File: src/rtl/button_debounce.sv
// Push-button conditioner: per-channel synchroniser, consecutive-sample debounce
// filter, and registered one-cycle rise/fall pulses on each accepted level change.
module button_debounce #(
    parameter int   N_BTNS          = 2,
    parameter int   SYNC_STAGES     = 2,
    parameter int   DEBOUNCE_CYCLES = 120000,
    parameter logic IDLE_LEVEL      = 1'b0
) (
    input  logic              CLK,
    input  logic              RST_N,
    input  logic [N_BTNS-1:0] BTN_IN,
    output logic [N_BTNS-1:0] BTN_STABLE,
    output logic [N_BTNS-1:0] BTN_RISE,
    output logic [N_BTNS-1:0] BTN_FALL
);

    localparam int CNT_W = $clog2(DEBOUNCE_CYCLES);
    localparam logic [CNT_W-1:0] CNT_LAST = CNT_W'(DEBOUNCE_CYCLES - 1);

    logic [N_BTNS-1:0][SYNC_STAGES-1:0] r_sync;
    logic [N_BTNS-1:0][CNT_W-1:0]       r_cnt;
    logic [N_BTNS-1:0]                  r_stable;
    logic [N_BTNS-1:0]                  r_rise;
    logic [N_BTNS-1:0]                  r_fall;
    logic [N_BTNS-1:0]                  w_sync;

    always_comb begin
        w_sync = '0;
        for (int i = 0; i < N_BTNS; i++) begin
            w_sync[i] = r_sync[i][SYNC_STAGES-1];
        end
    end

    always_ff @(posedge CLK or negedge RST_N) begin
        if (!RST_N) begin
            r_sync   <= {(N_BTNS*SYNC_STAGES){IDLE_LEVEL}};
            r_cnt    <= '0;
            r_stable <= {N_BTNS{IDLE_LEVEL}};
            r_rise   <= '0;
            r_fall   <= '0;
        end else begin
            for (int i = 0; i < N_BTNS; i++) begin
                r_sync[i] <= {r_sync[i][SYNC_STAGES-2:0], BTN_IN[i]};
                r_rise[i] <= 1'b0;
                r_fall[i] <= 1'b0;
                // Any sample matching the accepted level restarts the qualification window.
                if (w_sync[i] == r_stable[i]) begin
                    r_cnt[i] <= '0;
                end else if (r_cnt[i] == CNT_LAST) begin
                    r_stable[i] <= w_sync[i];
                    r_cnt[i]    <= '0;
                    r_rise[i]   <= w_sync[i];
                    r_fall[i]   <= ~w_sync[i];
                end else begin
                    r_cnt[i] <= r_cnt[i] + 1'b1;
                end
            end
        end
    end

    assign BTN_STABLE = r_stable;
    assign BTN_RISE   = r_rise;
    assign BTN_FALL   = r_fall;

endmodule

File: config.mk
export PLATFORM = sky130hd
export DESIGN_NAME = button_debounce
export DESIGN_NICKNAME = d
export VERILOG_FILES = /design/src/rtl/button_debounce.sv
export SDC_FILE = /design/constraint.sdc
export NUM_CORES = 1
export LEC_CHECK = 0
export ABC_CLOCK_PERIOD_IN_PS = 6690
export CORE_MARGIN = 1.5
export CORE_UTILIZATION = 40
export CTS_CLUSTER_DIAMETER = 200
export DETAILED_ROUTE_END_ITERATION = 10
export HOLD_SLACK_MARGIN = 0.06
export PLACE_DENSITY = 0.6
export SETUP_SLACK_MARGIN = 0.15
export SLEW_MARGIN = 20
export SYNTH_ARGS = -nofsm -noshare
export SYNTH_HDL_FRONTEND = slang
export SYNTH_SLANG_ARGS = --single-unit
File: constraint.sdc
create_clock -name CLK -period 6.69 [get_ports CLK]
set_clock_uncertainty 0.1 [all_clocks]
set_input_delay 2.007 -clock CLK [delete_from_list [all_inputs] [get_ports CLK]]
set_output_delay 2.007 -clock CLK [all_outputs]
set_load 0.03 [all_outputs]
# Yosys cells after proc, flatten, opt, wreduce, memory -nomap -nowiden
# Index checks and enable logic that the tools add are counted.
# totals
input_bits,4
out_inout_bits,6
wordCells,32
register_bits,44
# classes
n_mux,12
reduce_logical,2
n_bitwise,4
eq_ne,4
addsub,2
# op_table
operator,n
17-bit 2-to-1 mux,4
"17-bit by 1-bit adder with 17-bit output, second input constant",2
"17-bit == test, second input constant",2
1-bit 2-to-1 mux,8
1-bit NOT,4
2-bit AND reduction,2
1-bit == test,2

# Depth between registers and ports, before layout
# Gate-level depths: netlist of run 1.
# depth
word_depth,3
mapped_depth,7
mapped_depth_nobuf,5

# Least setup slack after synthesis of run 1
# No wires, ideal clock.
# synth_timing
kind,register to output
start,reg r_stable[0] (netlist: BTN_STABLE[0])
end,out BTN_STABLE[0]
required_ns,4.583
arrival_time_ns,0.533
stages_incl_launch_ff,1
path_slack_ns,4.050
path_buffers,0
cell_sequence,dfrtp_1
# synth_lines
element,line,text
start: declaration,22,logic [N_BTNS-1:0] r_stable;
start signal: assignment,38,r_stable <= {N_BTNS{IDLE_LEVEL}};
start signal: indexed assignment,50,r_stable[i] <= w_sync[i];
end: declaration,12,"output logic [N_BTNS-1:0] BTN_STABLE,"
# No word-level cell between the ends.

# Worst setup path after layout of run 1
# layout_timing
start,reg r_stable[1] (netlist: BTN_STABLE[1])
end,out BTN_STABLE[1]
# No word-level cell between the ends.

==> results of run 1 <==
-- final timing paths --
path	from	endpoint	slack, ps
worst max-delay path	BTN_STABLE[1]$_DFFE_PN0P_	BTN_STABLE[1]	3190
worst min-delay path	r_sync[2]$_DFF_PN0_	r_sync[3]$_DFF_PN0_	250
worst max register to register	r_cnt[6]$_DFF_PN0_	r_cnt[11]$_DFF_PN0_	4320
worst min register to register	r_sync[2]$_DFF_PN0_	r_sync[3]$_DFF_PN0_	250
max in group asynchronous	RST_N	BTN_STABLE[0]$_DFFE_PN0P_	4160
min in group asynchronous	RST_N	r_cnt[4]$_DFF_PN0_	1750
-- synthesized netlist by cell type --
library cell and instances:
mux2_4 1, and3_1 3, ha_1 2, nor4_1 8
and4_1 5, and2_1 2, nand3_1 9, mux2_2 1
xnor2_1 17, or2_2 1, or4_1 2, nor2_1 34
clkbuf_1 4, dfrtp_1 44, nand4_1 14, o21ai_2 1
nor2b_1 1, nor4bb_1 2, nand2_1 8, buf_4 1
o21ai_1 1, inv_1 2, nor3b_1 4, or2_4 1
and4b_1 1, xor2_1 15, nor3_1 4
-- cell type report --
| type | count | area (um^2) |
|---|---|---|
| Clock buffer | 5 | 68.8 |
| Clock inverter | 3 | 90.1 |
| Fill cell | 427 | 2470 |
| Inverter | 2 | 7.51 |
| Multi-Input combinational cell | 137 | 881 |
| Sequential cell | 44 | 1100 |
| Tap cell | 67 | 83.8 |
| Timing Repair Buffer | 9 | 85.1 |
-- cells by family after synthesis --
family                     count (synthesis)  synth area share
xor gates and xnor gates                  32             0.140
buffers and inverters                      7            0.0150
DFF                                       44             0.548
adders and majority gates                  2            0.0125
muxes                                      2            0.0131
and+or+nand+nor                           99             0.265
AOI/OAI and AO/OA                          2           0.00685
-- power breakdown --
| group | internal [uW] | total, uW | switching (uW) |
|---|---|---|---|
| Sequential | 270 | 274 | 4.40 |
| Clock | 187 | 273 | 86.7 |
| Combinational | 4.99 | 16.9 | 11.9 |
-- registers in the layout, indices dropped and copies added, names as in the netlist --
signal / cells
BTN_FALL: 2
BTN_RISE: 2
BTN_STABLE: 2
r_cnt: 34
r_sync: 4
-- routing by layer --
layer / part of all wire / global-route usage
met2: 0.47 / 0.220
met4: 0.0046 / 0.0453
met1: 0.50 / 0.215
met3: 0.032 / 0.0398
met5: 0 / 0
-- per-stage QoR --
stage,cells,hold WS [ps],setup WS (ps),power [uW]
final,267,253,3190,564
after detailed placement,259,236,3490,297
after floorplan,188,231,4050,287
after global routing,267,260,3120,590
after global placement,259,239,3510,296
after CTS,267,256,3160,573
==> key figures, run 1 <==
Synth
  • Register area share after synthesis: 0.548
  • Synthesized area per cell: between 10 and 15 um^2
  • Synthesis Warnings: 0
  • Synth area leaders: dfrtp_1 55%, xnor2_1 7.4%, xor2_1 6.5%, nor2_1 6.4%, nand4_1 4.4%
  • Leading area contributor after synthesis: dfrtp_1
  • Area of the mapped netlist: around 2000 um^2
  • Count of cell types in the netlist: 27
  • Post-Synthesis Cells: about 190
  • Number of synthesized register bits: between 40 and 50
  • Post-synth top area share: 0.548
  • Mapped Nets: approximately 190

Die
  • Die width: approximately 74 um
  • DIE AREA: between 5000 and 6000 um^2
  • Cell Rows: 25
  • Die Span Y: around 74 um
  • Area of the core: about 4800 um^2
  • Initial Util: 0.420
  • Ports: 10

CTS
  • H-tree depth: 2
  • TritonCTS clock tree: built
  • Post-cts resize count: 0
  • Clk_lat worst skew: 290 ps
  • Num CTS Buffers: 5
  • Max clock buf depth: 2
  • Post-CTS Setup Inserts: 0
  • Sink Count: 44
  • Cts hold-fix bufs: 0
  • CTS Root Cell: clkbuf_8
  • Worst-path clk slew: 80 ps

Critical path
  • R2R depth: 4
  • Worst Setup End Kind: output pin
  • Crit path launch type: flop
  • Kind of cell adding the most delay to the critical path: buffers and inverters
  • Slowest cell on the critical path: clkdlybuf4s50_1
  • Worst path required time: 4580 ps
  • Slowest stage delay, CP: around 700 ps
  • Worst Path Max Fanout: 5
  • Levels on crit path: 1
  • CP bufs+invs: 1
  • Crit path kind: reg -> out
  • Crit path arrival time: around 1400 ps
  • Worst-path cell chain: clkdlybuf4s50_1

Finish
  • Final core utilization: 0.484
  • Final instance area: 2320 um^2
  • Most frequent cells in the layout: 44 x dfrtp_1, 34 x nor2_1, 17 x xnor2_1
  • Layout cells sized above 1: 0.0750
  • Nets: 205
  • Commonest non-fill, non-tap cell in the layout: dfrtp_1
  • Area growth syn-to-layout: 15.4%
  • N_diodes: 0

Drt
  • Vias: 1376
  • DR iter-0 viols: 62
  • DR WL/cell: ~13 um
  • Post-Route WL: 3500 um
  • Antenna-violating nets left: 0
  • DR vias/cell: 5.15
  • Remaining DRCs: 0
  • 1st-pass router iterations: 4

Power
  • VDD IR-drop max: 0.221 mV
  • LEAKAGE: 0.000957 uW
  • Power Density: roughly 240 nW/um^2

Job
  • Maxcap violations: 0

STA
  • Max Slew Vio Count: 0
  • Max-slew headroom: 0.381
  • Highest clock rate: 0.285 GHz
  • Period utilization: 0.524
  • Fin crit period: between 3000 and 4000 ps
  • Finish-stage setup viols: 0
  • Final hold vios: 0
  • RSZ-0062 raised after global routing: no
  • Setup TNS: 0 ps
  • Pin slew with the least headroom to its limit: ~930 ps

Min path
  • Cells on Worst Hold Path: 0
  • Hold Path Class: reg -> reg

GRT
  • Vias in the first global route: ~1400
  • Antenna violations before repair: 0
  • Pin count of the biggest net entering global routing: 45
  • Congestion Overflow GR: 0
  • First-pass GRT wire length: ~6200 um
  • Total track usage: 0.149

Status
  • Status: finished, final reports clean

Placed design
  • Gpl congestion: 0.845
  • Port Buffer Count: 9
  • Cell Area, Placed: around 2200 um^2
  • Dpl hpwl: 2400 um
(Power assumes the default switching activity.)
==> run 2: changes to the inputs <==
Settings changed: ABC_CLOCK_PERIOD_IN_PS 6690 to 2900, PLACE_DENSITY 0.6 to 0.62.
Clock period 6.69 ns to 2.9 ns, I/O delays scaled along.
==> key figures, run 2 (synthesized netlist as in run 1, its figures left out) <==
Finish
  • Flip-flop count of the largest register after layout: 34
  • N_diodes: 0
  • Final core utilization: 0.483
  • Biggest register: r_cnt
  • Nets: 210
  • Biggest regs: r_cnt x34, r_sync x4
  • Most frequent cells in the layout: 44 x dfrtp_1, 34 x nor2_1, 17 x xnor2_1
  • Layout cells sized above 1: 0.0927
  • Commonest non-fill, non-tap cell in the layout: dfrtp_1
  • Area growth syn-to-layout: 15.2%
  • Final instance area: 2310 um^2

Die
  • Ports: 10
  • Die width: 73.9 um
  • Area of the core: 4790 um^2
  • Die Span Y: 73.9 um
  • DIE AREA: between 5000 and 6000 um^2
  • Initial Util: 0.420
  • Cell Rows: 25

Drt
  • Remaining DRCs: 0
  • 1st-pass router iterations: 4
  • DR iter-0 viols: 56
  • DR WL/cell: 12.5 um
  • Antenna-violating nets left: 0
  • DR vias/cell: around 5
  • Vias: about 1400
  • Post-Route WL: 3400 um

Placed design
  • Gpl congestion: 0.820
  • Cell Area, Placed: roughly 2200 um^2
  • Port Buffer Count: 9
  • Dpl ws: about 740 ps
  • Dpl hpwl: around 2400 um

Critical path
  • Slowest cell on the critical path: clkdlybuf4s50_1
  • Worst Setup End Kind: output pin
  • CP bufs+invs: 1
  • Kind of cell adding the most delay to the critical path: buffers and inverters
  • Slowest stage delay, CP: approximately 700 ps
  • Crit path kind: reg -> out
  • Worst Path Max Fanout: 5
  • Worst path required time: 1930 ps
  • R2R depth: 4
  • Worst-path cell chain: clkdlybuf4s50_1
  • Crit path launch type: flop
  • Levels on crit path: 1
  • Crit path arrival time: approximately 1400 ps

Status
  • Status: finished, final reports clean

CTS
  • H-tree depth: 2
  • Post-cts resize count: 0
  • Sink Count: 44
  • TritonCTS clock tree: built
  • CTS Root Cell: clkbuf_8
  • Worst-path clk slew: 80 ps
  • Max clock buf depth: 2
  • Cts hold-fix bufs: 0
  • Post-CTS Setup Inserts: 0
  • Clk_lat worst skew: between 200 and 300 ps
  • Num CTS Buffers: 5

STA
  • Max Slew Vio Count: 0
  • Period utilization: 0.827
  • Setup TNS: 0 ps
  • Fin crit period: about 2400 ps
  • Max-slew headroom: 0.606
  • Highest clock rate: 0.417 GHz
  • Pin slew with the least headroom to its limit: 591 ps
  • Finish-stage setup viols: 0
  • Final hold vios: 0
  • RSZ-0062 raised after global routing: no
  • PnR worst setup slack: about 500 ps

GRT
  • Total track usage: 0.143
  • Vias in the first global route: 1301
  • Pin count of the biggest net entering global routing: 29
  • First-pass GRT wire length: a little under 6000 um
  • Antenna violations before repair: 0
  • Congestion Overflow GR: 0

Power
  • LEAKAGE: 0.000963 uW
  • VDD IR-drop max: roughly 0.43 mV
  • Power Density: 504 nW/um^2

Min path
  • Hold Path Class: reg -> reg
  • Cells on Worst Hold Path: 0

Job
  • Maxcap violations: 0
[run 2: cell count changes in the layout (fill, tap and decap cells not counted)]
cell	before	now
buf_4	0	5
bufinv_16	3	1
clkbuf_8	5	6
clkinv_4	0	1
o21ai_1	0	1
o21ai_2	2	1
[run 2: per-layer routing]
metal / vias to the layer above / track usage / wire [um]
li1: 688 / - / -
met1: 658 / 0.177 / 1650
met2: 7 / 0.233 / 1660
met3: 4 / 0.0494 / 60
met4: 0 / 0.0494 / 34
met5: - / 0 / 0
[run 2: area by class of cell]
cell class | count | area (um^2)
inverters | 2 | 7.51
flip-flops and latches | 44 | 1100
well taps | 67 | 83.8
fillers | 446 | 2470
multi-input cells | 137 | 877
clock buffers | 6 | 82.6
repair buffers | 14 | 123
clock inverters | 2 | 38.8
[run 2: per-stage QoR]
step                      hold WS [ps]  total power, uW  cells
after floorplan                    231              663    188
after global placement             235              690    264
after detailed placement           236              691    264
after CTS                          257             1190    272
after global routing               274             1220    272
final                              254             1170    272
[run 2: final timing paths]
path / from / slack (ps) / end
max: BTN_STABLE[0]$_DFFE_PN0P_ / 500 / BTN_STABLE[0]
min: r_sync[2]$_DFF_PN0_ / 250 / r_sync[3]$_DFF_PN0_
max reg2reg: r_cnt[6]$_DFF_PN0_ / 750 / BTN_STABLE[0]$_DFFE_PN0P_
min reg2reg: r_sync[2]$_DFF_PN0_ / 250 / r_sync[3]$_DFF_PN0_
max in group asynchronous: RST_N / 1670 / r_cnt[4]$_DFF_PN0_
min in group asynchronous: RST_N / 470 / BTN_RISE[1]$_DFF_PN0_
[run 2: report_power, final]
part | switching, uW | leakage, uW | internal, uW
sequential | 10.8 | 0.000601 | 622
clock | 208 | 0.0000614 | 282
combinational | 28.1 | 0.000301 | 15.9
==> RTL edit (settings of run 2) <==
`DEBOUNCE_CYCLES`: 120000 -> 60000.
--- a/src/rtl/button_debounce.sv
+++ b/src/rtl/button_debounce.sv
@@ -3,7 +3,7 @@
 module button_debounce #(
     parameter int   N_BTNS          = 2,
     parameter int   SYNC_STAGES     = 2,
-    parameter int   DEBOUNCE_CYCLES = 120000,
+    parameter int   DEBOUNCE_CYCLES = 60000,
     parameter logic IDLE_LEVEL      = 1'b0
 ) (
     input  logic              CLK,
Check against the original RTL: same outputs for any inputs over 10 cycles, from zero or initial values and one cycle with RST_N low; that may be too few to reach the edited logic, so the function may still have changed.
==> RTL edit against run 2 <==
  * Area after synthesis down 3.8%
  * Utilization shrank 2.8 points
  * Routed wire length decreased by 1.9%
  * Setup slack gained 0.031 ns
  * Power decreased by 16%
  * Sequential cell count shrank 2
  * Cell area shrank 7.7%
==> RTL edit: results (changes against run 2) <==
outcome: finished clean (unchanged)
DRT met1 WL: 1530 um (was 1650 um)
largest registers: r_cnt x32, r_sync x4 (was r_cnt x34, r_sync x4)
share of the yosys chip area belonging to registers: 54.4% (was 54.8%)
Cell Count Post-Placement: 237 (was 264)
Placement Setup Slack: 0.844 ns (was 0.743 ns)
final net count: 196 (was 210)
last weighted congestion value of the routability-driven placer: 0.780 (was 0.820)
Worst VDD drop: 0.000211 V (was 0.000428 V)
average cell area after synthesis: 10.8 um^2 (was 10.7 um^2)
fraction of final layout cells with drive strength greater than 1: 9.47% (was 9.27%)
wire length of the first global-routing pass: 6130 um (was 5860 um)
1st-iter DRT viols: 69 (was 56)
vias in the first global route: 1359 (was 1301)
HPWL after detailed placement: 2360 um (was 2420 um)
Routed WL per cell: 13.7 um (was 12.5 um)
global-route track usage on met1: 18.1% (was 17.7%)
Distinct cells, synth: 32 (was 27)
total wire length: 3340 um (was 3400 um)
cell types with the highest counts after synthesis: dfrtp_1 (42), nor2_1 (28), xnor2_1 (16) (was dfrtp_1 (44), nor2_1 (34), xnor2_1 (17))
FILL cells: 457 (was 446)
instance area at placement: 2060 um^2 (was 2190 um^2)
maximum number of pins on one net before global-route repair: 43 (was 29)
transition time at the pin with the least slew margin: 0.908 ns (was 0.591 ns)
Arrival @ worst endpoint: 1.40 ns (was 1.43 ns)
synthesized netlist net count: 185 (was 194)
## RTL edit: cell types whose count changed after synthesis, moves of 2 or more
cell	delta
nor2_1	-6
nand3_1	-3
nor4_1	-3
clkbuf_1	-2
nor3_1	+2
nand2_2	+2
dfrtp_1	-2
xor2_1	-3
or4_1	-2
nand2_1	+2
## RTL edit: worst reg2reg max path, cell delays in order, from the launching register on
cell and delay (ns):
dfrtp_1 0.43, ha_1 0.25, and4_1 0.27, nand4_1 0.19
nand2_1 0.42, nor2_1 0.11
## RTL edit: final timing paths
check	startpoint	end	slack, ns
worst max-delay path	BTN_STABLE[0]	BTN_STABLE[0]	0.53
worst min-delay path	r_sync[2]	r_sync[3]	0.25
worst max register to register	r_cnt[16]	r_cnt[24]	1.00
worst min register to register	r_sync[2]	r_sync[3]	0.25
max in group asynchronous	RST_N	r_cnt[25]	1.52
min in group asynchronous	RST_N	BTN_FALL[0]	0.60
## RTL edit: logic make-up after synthesis
kind of cell | synth area share [%]
muxes | 1.17
buffers and inverters | 1.62
xor gates and xnor gates | 12.7
AOI/OAI and AO/OA | 1.36
DFF | 54.4
adders and majority gates | 1.30
and+or+nand+nor | 27.5
## RTL edit: area by class of cell
| type | instances | area, um^2 | share of cell area [%] |
|---|---|---|---|
| repair buffers | 9 | 85.1 | 3.98 |
| flip-flops and latches | 42 | 1050 | 49.2 |
| clock inverters | 2 | 10.0 | 0.469 |
| multi-input cells | 131 | 850 | 39.8 |
| well taps | 54 | 67.6 | 3.16 |
| clock buffers | 5 | 68.8 | 3.22 |
| inverters | 1 | 3.75 | 0.176 |
## RTL edit: report_power, final
group / leakage, nW / internal, mW / total [mW] / switching, mW
combinational: 0.261 / 0.0103 / 0.0335 / 0.0232
clock: 0.0438 / 0.161 / 0.346 / 0.184
sequential: 0.573 / 0.595 / 0.605 / 0.0100
